<file path="src/rtl/ex_result_buffer.sv">
// ex_result_buffer
//   Collects results from the two EX-stage result buses. Up to two
//   instructions can arrive per cycle. When both buses are valid, bus 1 is
//   placed ahead of bus 2. The results are held in an in-order FIFO and are
//   presented to writeback one per cycle under a valid/ready handshake. The
//   head entry is read straight from storage (first-word fall-through).
//
// Ports
//   clock, reset          system clock; synchronous active-high reset
//   ex_*_in_1 / ex_*_in_2 EX result buses: IR, NPC, dest reg, result, valid
//   wb_ready              consumer takes the head entry this cycle
//   wb_*_out              head entry fields; wb_valid_out = (count != 0)
//   ex_stall_out          fewer than two free slots; EX must hold off
//   overflow              sticky flag: at least one write was dropped
//   count_out             current occupancy
module ex_result_buffer #(
    parameter int DEPTH = 8,
    parameter int CNT_W = $clog2(DEPTH) + 1
) (
    input  logic             clock,
    input  logic             reset,
    input  logic [31:0]      ex_IR_in_1,
    input  logic [63:0]      ex_NPC_in_1,
    input  logic [4:0]       ex_dest_reg_in_1,
    input  logic [63:0]      ex_result_in_1,
    input  logic             ex_valid_in_1,
    input  logic [31:0]      ex_IR_in_2,
    input  logic [63:0]      ex_NPC_in_2,
    input  logic [4:0]       ex_dest_reg_in_2,
    input  logic [63:0]      ex_result_in_2,
    input  logic             ex_valid_in_2,
    input  logic             wb_ready,
    output logic [31:0]      wb_IR_out,
    output logic [63:0]      wb_NPC_out,
    output logic [4:0]       wb_dest_reg_out,
    output logic [63:0]      wb_result_out,
    output logic             wb_valid_out,
    output logic             ex_stall_out,
    output logic             overflow,
    output logic [CNT_W-1:0] count_out
);

    localparam int PTR_W = $clog2(DEPTH);
    localparam logic [CNT_W-1:0] CNT_DEPTH = CNT_W'(DEPTH);
    localparam logic [CNT_W-1:0] CNT_ONE   = CNT_W'(1);
    localparam logic [CNT_W-1:0] CNT_TWO   = CNT_W'(2);

    typedef struct packed {
        logic [31:0] ir;
        logic [63:0] npc;
        logic [4:0]  dest;
        logic [63:0] result;
    } entry_t;

    entry_t mem_q [DEPTH];

    logic [PTR_W-1:0] head_q, head_d;
    logic [PTR_W-1:0] tail_q, tail_d;
    logic [CNT_W-1:0] count_q, count_d;
    logic             overflow_q, overflow_d;

    logic [CNT_W-1:0] free_slots;
    logic [CNT_W-1:0] nwrites;
    logic             pop;
    logic             wr0_en, wr1_en;
    entry_t           wr0_data, wr1_data;
    entry_t           bus1, bus2;

    assign bus1 = {ex_IR_in_1, ex_NPC_in_1, ex_dest_reg_in_1, ex_result_in_1};
    assign bus2 = {ex_IR_in_2, ex_NPC_in_2, ex_dest_reg_in_2, ex_result_in_2};

    // Free space is computed from the registered count only. A same-cycle
    // pop therefore never creates room for a write, and ex_stall_out has no
    // combinational path from the bus valids or from wb_ready.
    assign free_slots = CNT_DEPTH - count_q;

    always_comb begin
        pop        = (count_q != '0) & wb_ready;
        wr0_en     = 1'b0;
        wr1_en     = 1'b0;
        wr0_data   = bus1;
        wr1_data   = bus2;
        overflow_d = overflow_q;

        // Write slot 0 lands at the tail and write slot 1 at tail+1. When a
        // lone bus 2 write arrives, it moves into slot 0.
        if (ex_valid_in_1 && ex_valid_in_2) begin
            wr0_en = (free_slots >= CNT_ONE);
            wr1_en = (free_slots >= CNT_TWO);
            if (free_slots < CNT_TWO) overflow_d = 1'b1;
        end else if (ex_valid_in_1 || ex_valid_in_2) begin
            if (ex_valid_in_2) wr0_data = bus2;
            wr0_en = (free_slots != '0);
            if (free_slots == '0) overflow_d = 1'b1;
        end

        nwrites = CNT_W'(wr0_en) + CNT_W'(wr1_en);
        tail_d  = tail_q + PTR_W'(nwrites);
        head_d  = head_q + PTR_W'(pop);
        count_d = count_q + nwrites - CNT_W'(pop);
    end

    always_ff @(posedge clock) begin
        if (reset) begin
            head_q     <= '0;
            tail_q     <= '0;
            count_q    <= '0;
            overflow_q <= 1'b0;
        end else begin
            head_q     <= head_d;
            tail_q     <= tail_d;
            count_q    <= count_d;
            overflow_q <= overflow_d;
        end
    end

    // The storage array has no reset. Stale entries are never visible
    // because wb_valid_out is derived from the count.
    always_ff @(posedge clock) begin
        if (!reset) begin
            if (wr0_en) mem_q[tail_q] <= wr0_data;
            if (wr1_en) mem_q[tail_q + PTR_W'(1)] <= wr1_data;
        end
    end

    assign {wb_IR_out, wb_NPC_out, wb_dest_reg_out, wb_result_out} = mem_q[head_q];
    assign wb_valid_out = (count_q != '0);
    assign ex_stall_out = (free_slots < CNT_TWO);
    assign overflow     = overflow_q;
    assign count_out    = count_q;

endmodule

</file>
<file path="config.mk">
export PLATFORM = sky130hd
export DESIGN_NAME = ex_result_buffer
export DESIGN_NICKNAME = d
export VERILOG_FILES = /design/src/rtl/ex_result_buffer.sv
export SDC_FILE = /design/constraint.sdc
export NUM_CORES = 2
export LEC_CHECK = 0
export BUFFER_PORTS_ARGS = -buffer_cell sky130_fd_sc_hd__buf_2
export CAP_MARGIN = 40
export CORE_AREA = 4 4 385 387
export DETAILED_ROUTE_END_ITERATION = 12
export DIE_AREA = 0 0 389 391
export PLACE_DENSITY = 0.63
export REMOVE_ABC_BUFFERS = 1
export SLEW_MARGIN = 5
export SYNTH_ARGS = -nofsm -noshare
export SYNTH_HDL_FRONTEND = slang
export SYNTH_SLANG_ARGS = --single-unit
</file>
<file path="constraint.sdc">
create_clock -name clock -period 19.01 [get_ports clock]
set_input_delay 1.901 -clock clock [delete_from_list [all_inputs] [get_ports clock]]
set_output_delay 1.901 -clock clock [all_outputs]
set_load 0.05 [all_outputs]
</file>
==> impl_results.md <==
- Run status: completed
- Final number of setup-violating endpoints: 0
- Critical path class: register to output port
- Vias post-DR: 43.0k
- Skew-Pair Late Insertion Delay: 0.80 ns
- FF+latch count, synth: 1331
- Placed Area: 69200 µm²
- Number of enable flip-flop cells after synthesis: 1320
- Detailed-route vias per instance: 6.82
- Port Buffers: 506
- Data arrival, critical path: 5.27 ns
- Critical Path Source Type: register
- Number of global-route vias before repair: 44.3k
- Number of detailed-route iterations in the first pass: 6
- Setup repair after global routing missed its margin: false
- FFs w/ async S/R, synth: 0%
- Clock Sink Count: 1331
- Critical Path Most Common Cell: sky130_fd_sc_hd__buf_4
- Buffer levels on the longest clock path: 3
- Total negative slack for setup checks: 0 ns
- Synthesized instance count: 4027
- CTS root buf: sky130_fd_sc_hd__clkbuf_16
- Critical path peak fanout: 39
- Area added between synthesis and finish: 13.8%
- Crit path buf inv count: 6
- Slew of the pin with the lowest slew margin: 1.12 ns
- Number of clock buffers inserted by TritonCTS: 147
- DRT antenna net count: 0
- Placeable core area: 145000 µm²
- Total power per unit cell area: 131 nW/µm²
- Layout filler cell count: 12.0k
- Number of rows created at floorplan: 140
- Hold Buf Count CTS: 0
- RD Place Congestion: 0.784
- Starting density of the core: 44.8%
- Crit end category: output port
- Yosys Warn Count: 0
- MaxCap Viol Count: 0
- All-Layer GR Usage: 27.9%
- Area taken by multi-input logic gates: 22600 µm²
- Net count reported at finish: 4594
- Worst vdd rail ir drop: 0.000123 V
- Clock Power Share: 28.3%
- Worst min path class: register to register
- Netlist area before placement: 64900 µm²
- Wire per inst: 34.2 µm
- Sw Ratio: 35.4%
- Required time worst endpoint: 17.11 ns
- Count of routing violations after the opening detailed-route iteration: 5329
- Int Power: 6.26 mW
- Clk slew on worst S/H paths: 0.07 ns
- Commonest non-fill, non-tap cells in the layout: 1320 x sky130_fd_sc_hd__o2bb2ai_1, 1320 x sky130_fd_sc_hd__edfxtp_1, 507 x sky130_fd_sc_hd__buf_2, 330 x sky130_fd_sc_hd__mux4_2, 170 x sky130_fd_sc_hd__nand2_1
- CTS tree: built
- Number of max-slew violations in the final report: 0
- Proportion of layout cells with a drive suffix above 1: 30.9%
- Number of top-level pins: 507
- Number of antenna violations at the first check in global routing: 63
- Relative contribution of sequential cells to total power: 38.9%
- Final Hold Fails: 0
- Synthesized area per cell: 16.1 µm²
- Drc violations: 0
- Largest net degree at the start of global routing: 122
- Max stage delay on crit path: 0.75 ns
- Die outline area: 152000 µm²
- Crit share post-route: 37.7%
- Final std cell area, no fill: 73900 µm²
- HPWL after DPL: 111000 µm
- FF/Latch Area: 39900 µm²
- Die height: 391 µm
- Total detailed-routing wirelength: 216000 µm
- Wire length of the first global-routing pass: 311000 µm
- Main flop type after synthesis: sky130_fd_sc_hd__edfxtp_1
- Resized cells post-CTS: 0
- Cells along the critical path: buf_4 > buf_4 > buf_4 > buf_4 > buf_16 > mux4_2 > mux2_2 > buf_2
- Post-synthesis sequential area ratio: 61.4%
- Max stage delay cell, worst path: sky130_fd_sc_hd__dfxtp_4
- Static leakage: 22.9 nW
- Logic pwr share: 32.8%
- Setup fix buffers added after clock tree synthesis: 0
- Width of the die: 389 µm
- Clk_skew: 0.0421 ns
- Maximum clock rate: 139 MHz
- Count of H-tree levels built during CTS: 4
- Distinct cells, synth: 45
- Cell family with the largest share of critical-path delay: buffers and inverters
- Max-slew headroom at the worst pin: 25.3%
- Switching power total: 3.43 mW
- Min Tclk post-route: 7.17 ns
- Total congestion overflow: 0
## cell families (layout without fill, tap and decap cells)
group / count (synthesis) / in the layout / synth area share [%]
AO/OA/AOI/OAI: 1358 / 1358 / 18.3
multiplexers: 495 / 495 / 14.3
buffers and inverters: 588 / 914 / 4.08
AND/OR/NAND/NOR: 231 / 231 / 1.51
XOR/XNOR: 7 / 7 / 0.0944
adder cells (fa/ha/maj): 17 / 17 / 0.351
other: 0 / 39 / 0
flip-flops: 1331 / 1331 / 61.4
## power by group through the flow
| stage | sequential (mW) | combinational [mW] | clock, mW |
|---|---|---|---|
| floorplan | 4.11 | 2.51 | 0 |
| global placement | 3.83 | 3.09 | 0 |
| detailed placement | 3.83 | 3.17 | 0 |
| CTS | 3.77 | 3.18 | 2.78 |
| global route | 3.80 | 3.33 | 2.91 |
| finish | 3.77 | 3.17 | 2.74 |
## final timing paths
| path | from | endpoint | slack [ns] | depth (start not counted) |
|---|---|---|---|---|
| setup reg to reg | tail_q[0] | mem_q[7][3] | 14.61 | 7 |
| setup / recovery | head_q[0] | wb_IR_out[17] | 11.84 | 8 |
| hold reg to reg | overflow | overflow | 0.49 | 1 |
| hold / removal | overflow | overflow | 0.49 | 1 |
## metrics by stage
| stage | power [mW] | std cells | setup WS, ns | hold WS (ns) | utilization [%] |
|---|---|---|---|---|---|
| 2_1_floorplan | 6.62 | 3455 | 2.42 | 0.599 | - |
| 3_3_place_gp | 6.92 | 5972 | 11.78 | 0.474 | 47.1 |
| 5_1_grt | 10.0 | 6290 | 11.37 | 0.513 | 51.0 |
| 6_report | 9.69 | 6309 | 11.84 | 0.494 | 51.0 |
| 3_5_place_dp | 7.01 | 6009 | 12.52 | 0.469 | 47.8 |
| 4_1_cts | 9.73 | 6269 | 11.62 | 0.491 | 50.9 |
## sequential cells by signal, indices dropped and copies added (netlist names)
| signal | flops |
|---|---|
| mem_q | 1320 |
| overflow | 1 |
| tail_q | 3 |
| count_out | 4 |
| head_q | 3 |
## layout make-up
class | instances | share of cell area, %
multi-input combinational | 2108 | 30.6
inverter | 16 | 0.0813
sequential | 1331 | 54.0
clock inverter | 73 | 0.997
clock buffer | 187 | 5.18
antenna | 39 | 0.132
timing repair buffer | 638 | 5.85
tap | 1917 | 3.25
## cells in the mapped netlist, types with 2 or more instances
cell type | count | share of area (%)
sky130_fd_sc_hd__edfxtp_1 | 1320 | 61
sky130_fd_sc_hd__o2bb2ai_1 | 1320 | 18
sky130_fd_sc_hd__mux4_2 | 330 | 11
sky130_fd_sc_hd__buf_2 | 264 | 2.0
sky130_fd_sc_hd__buf_1 | 184 | 1.1
sky130_fd_sc_hd__nand2_1 | 171 | 0.99
sky130_fd_sc_hd__mux2_2 | 165 | 2.9
sky130_fd_sc_hd__clkbuf_1 | 94 | 0.54
sky130_fd_sc_hd__buf_4 | 30 | 0.35
sky130_fd_sc_hd__inv_1 | 16 | 0.093
sky130_fd_sc_hd__ha_1 | 15 | 0.29
sky130_fd_sc_hd__nor2_1 | 14 | 0.081
sky130_fd_sc_hd__o211ai_1 | 13 | 0.15
sky130_fd_sc_hd__dfxtp_1 | 11 | 0.34
sky130_fd_sc_hd__nor2b_1 | 9 | 0.087
sky130_fd_sc_hd__nor3_1 | 8 | 0.062
sky130_fd_sc_hd__nand3_1 | 7 | 0.054
sky130_fd_sc_hd__o31ai_1 | 6 | 0.069
sky130_fd_sc_hd__nand4_1 | 5 | 0.048
sky130_fd_sc_hd__a211oi_1 | 4 | 0.046
sky130_fd_sc_hd__nand2b_1 | 4 | 0.039
sky130_fd_sc_hd__xnor2_1 | 4 | 0.054
sky130_fd_sc_hd__nand4b_1 | 3 | 0.040
sky130_fd_sc_hd__o21ai_0 | 3 | 0.023
sky130_fd_sc_hd__xor2_1 | 3 | 0.040
sky130_fd_sc_hd__and2_1 | 2 | 0.019
sky130_fd_sc_hd__fa_1 | 2 | 0.062
sky130_fd_sc_hd__o31ai_2 | 2 | 0.039
sky130_fd_sc_hd__or2_2 | 2 | 0.019
## worst reg2reg max path, cell delays in order, from the launching register on
cell and delay, ns:
sky130_fd_sc_hd__dfxtp_1 0.62, sky130_fd_sc_hd__ha_1 0.30, sky130_fd_sc_hd__xor2_1 0.33, sky130_fd_sc_hd__o211ai_1 0.37, sky130_fd_sc_hd__o31ai_4 0.78, sky130_fd_sc_hd__buf_4 0.84
sky130_fd_sc_hd__buf_4 0.78, sky130_fd_sc_hd__o2bb2ai_1 0.20
## metal layers
layer  vias to the layer above  wire length, µm  global-route usage, %
li1                      17571                -                      -
met1                     22283            85100                   38.8
met2                      2714           100000                   43.4
met3                       413            24200                   7.09
met4                        30             5930                   8.84
met5                         -              207                      0
(Power assumes the default switching activity.)
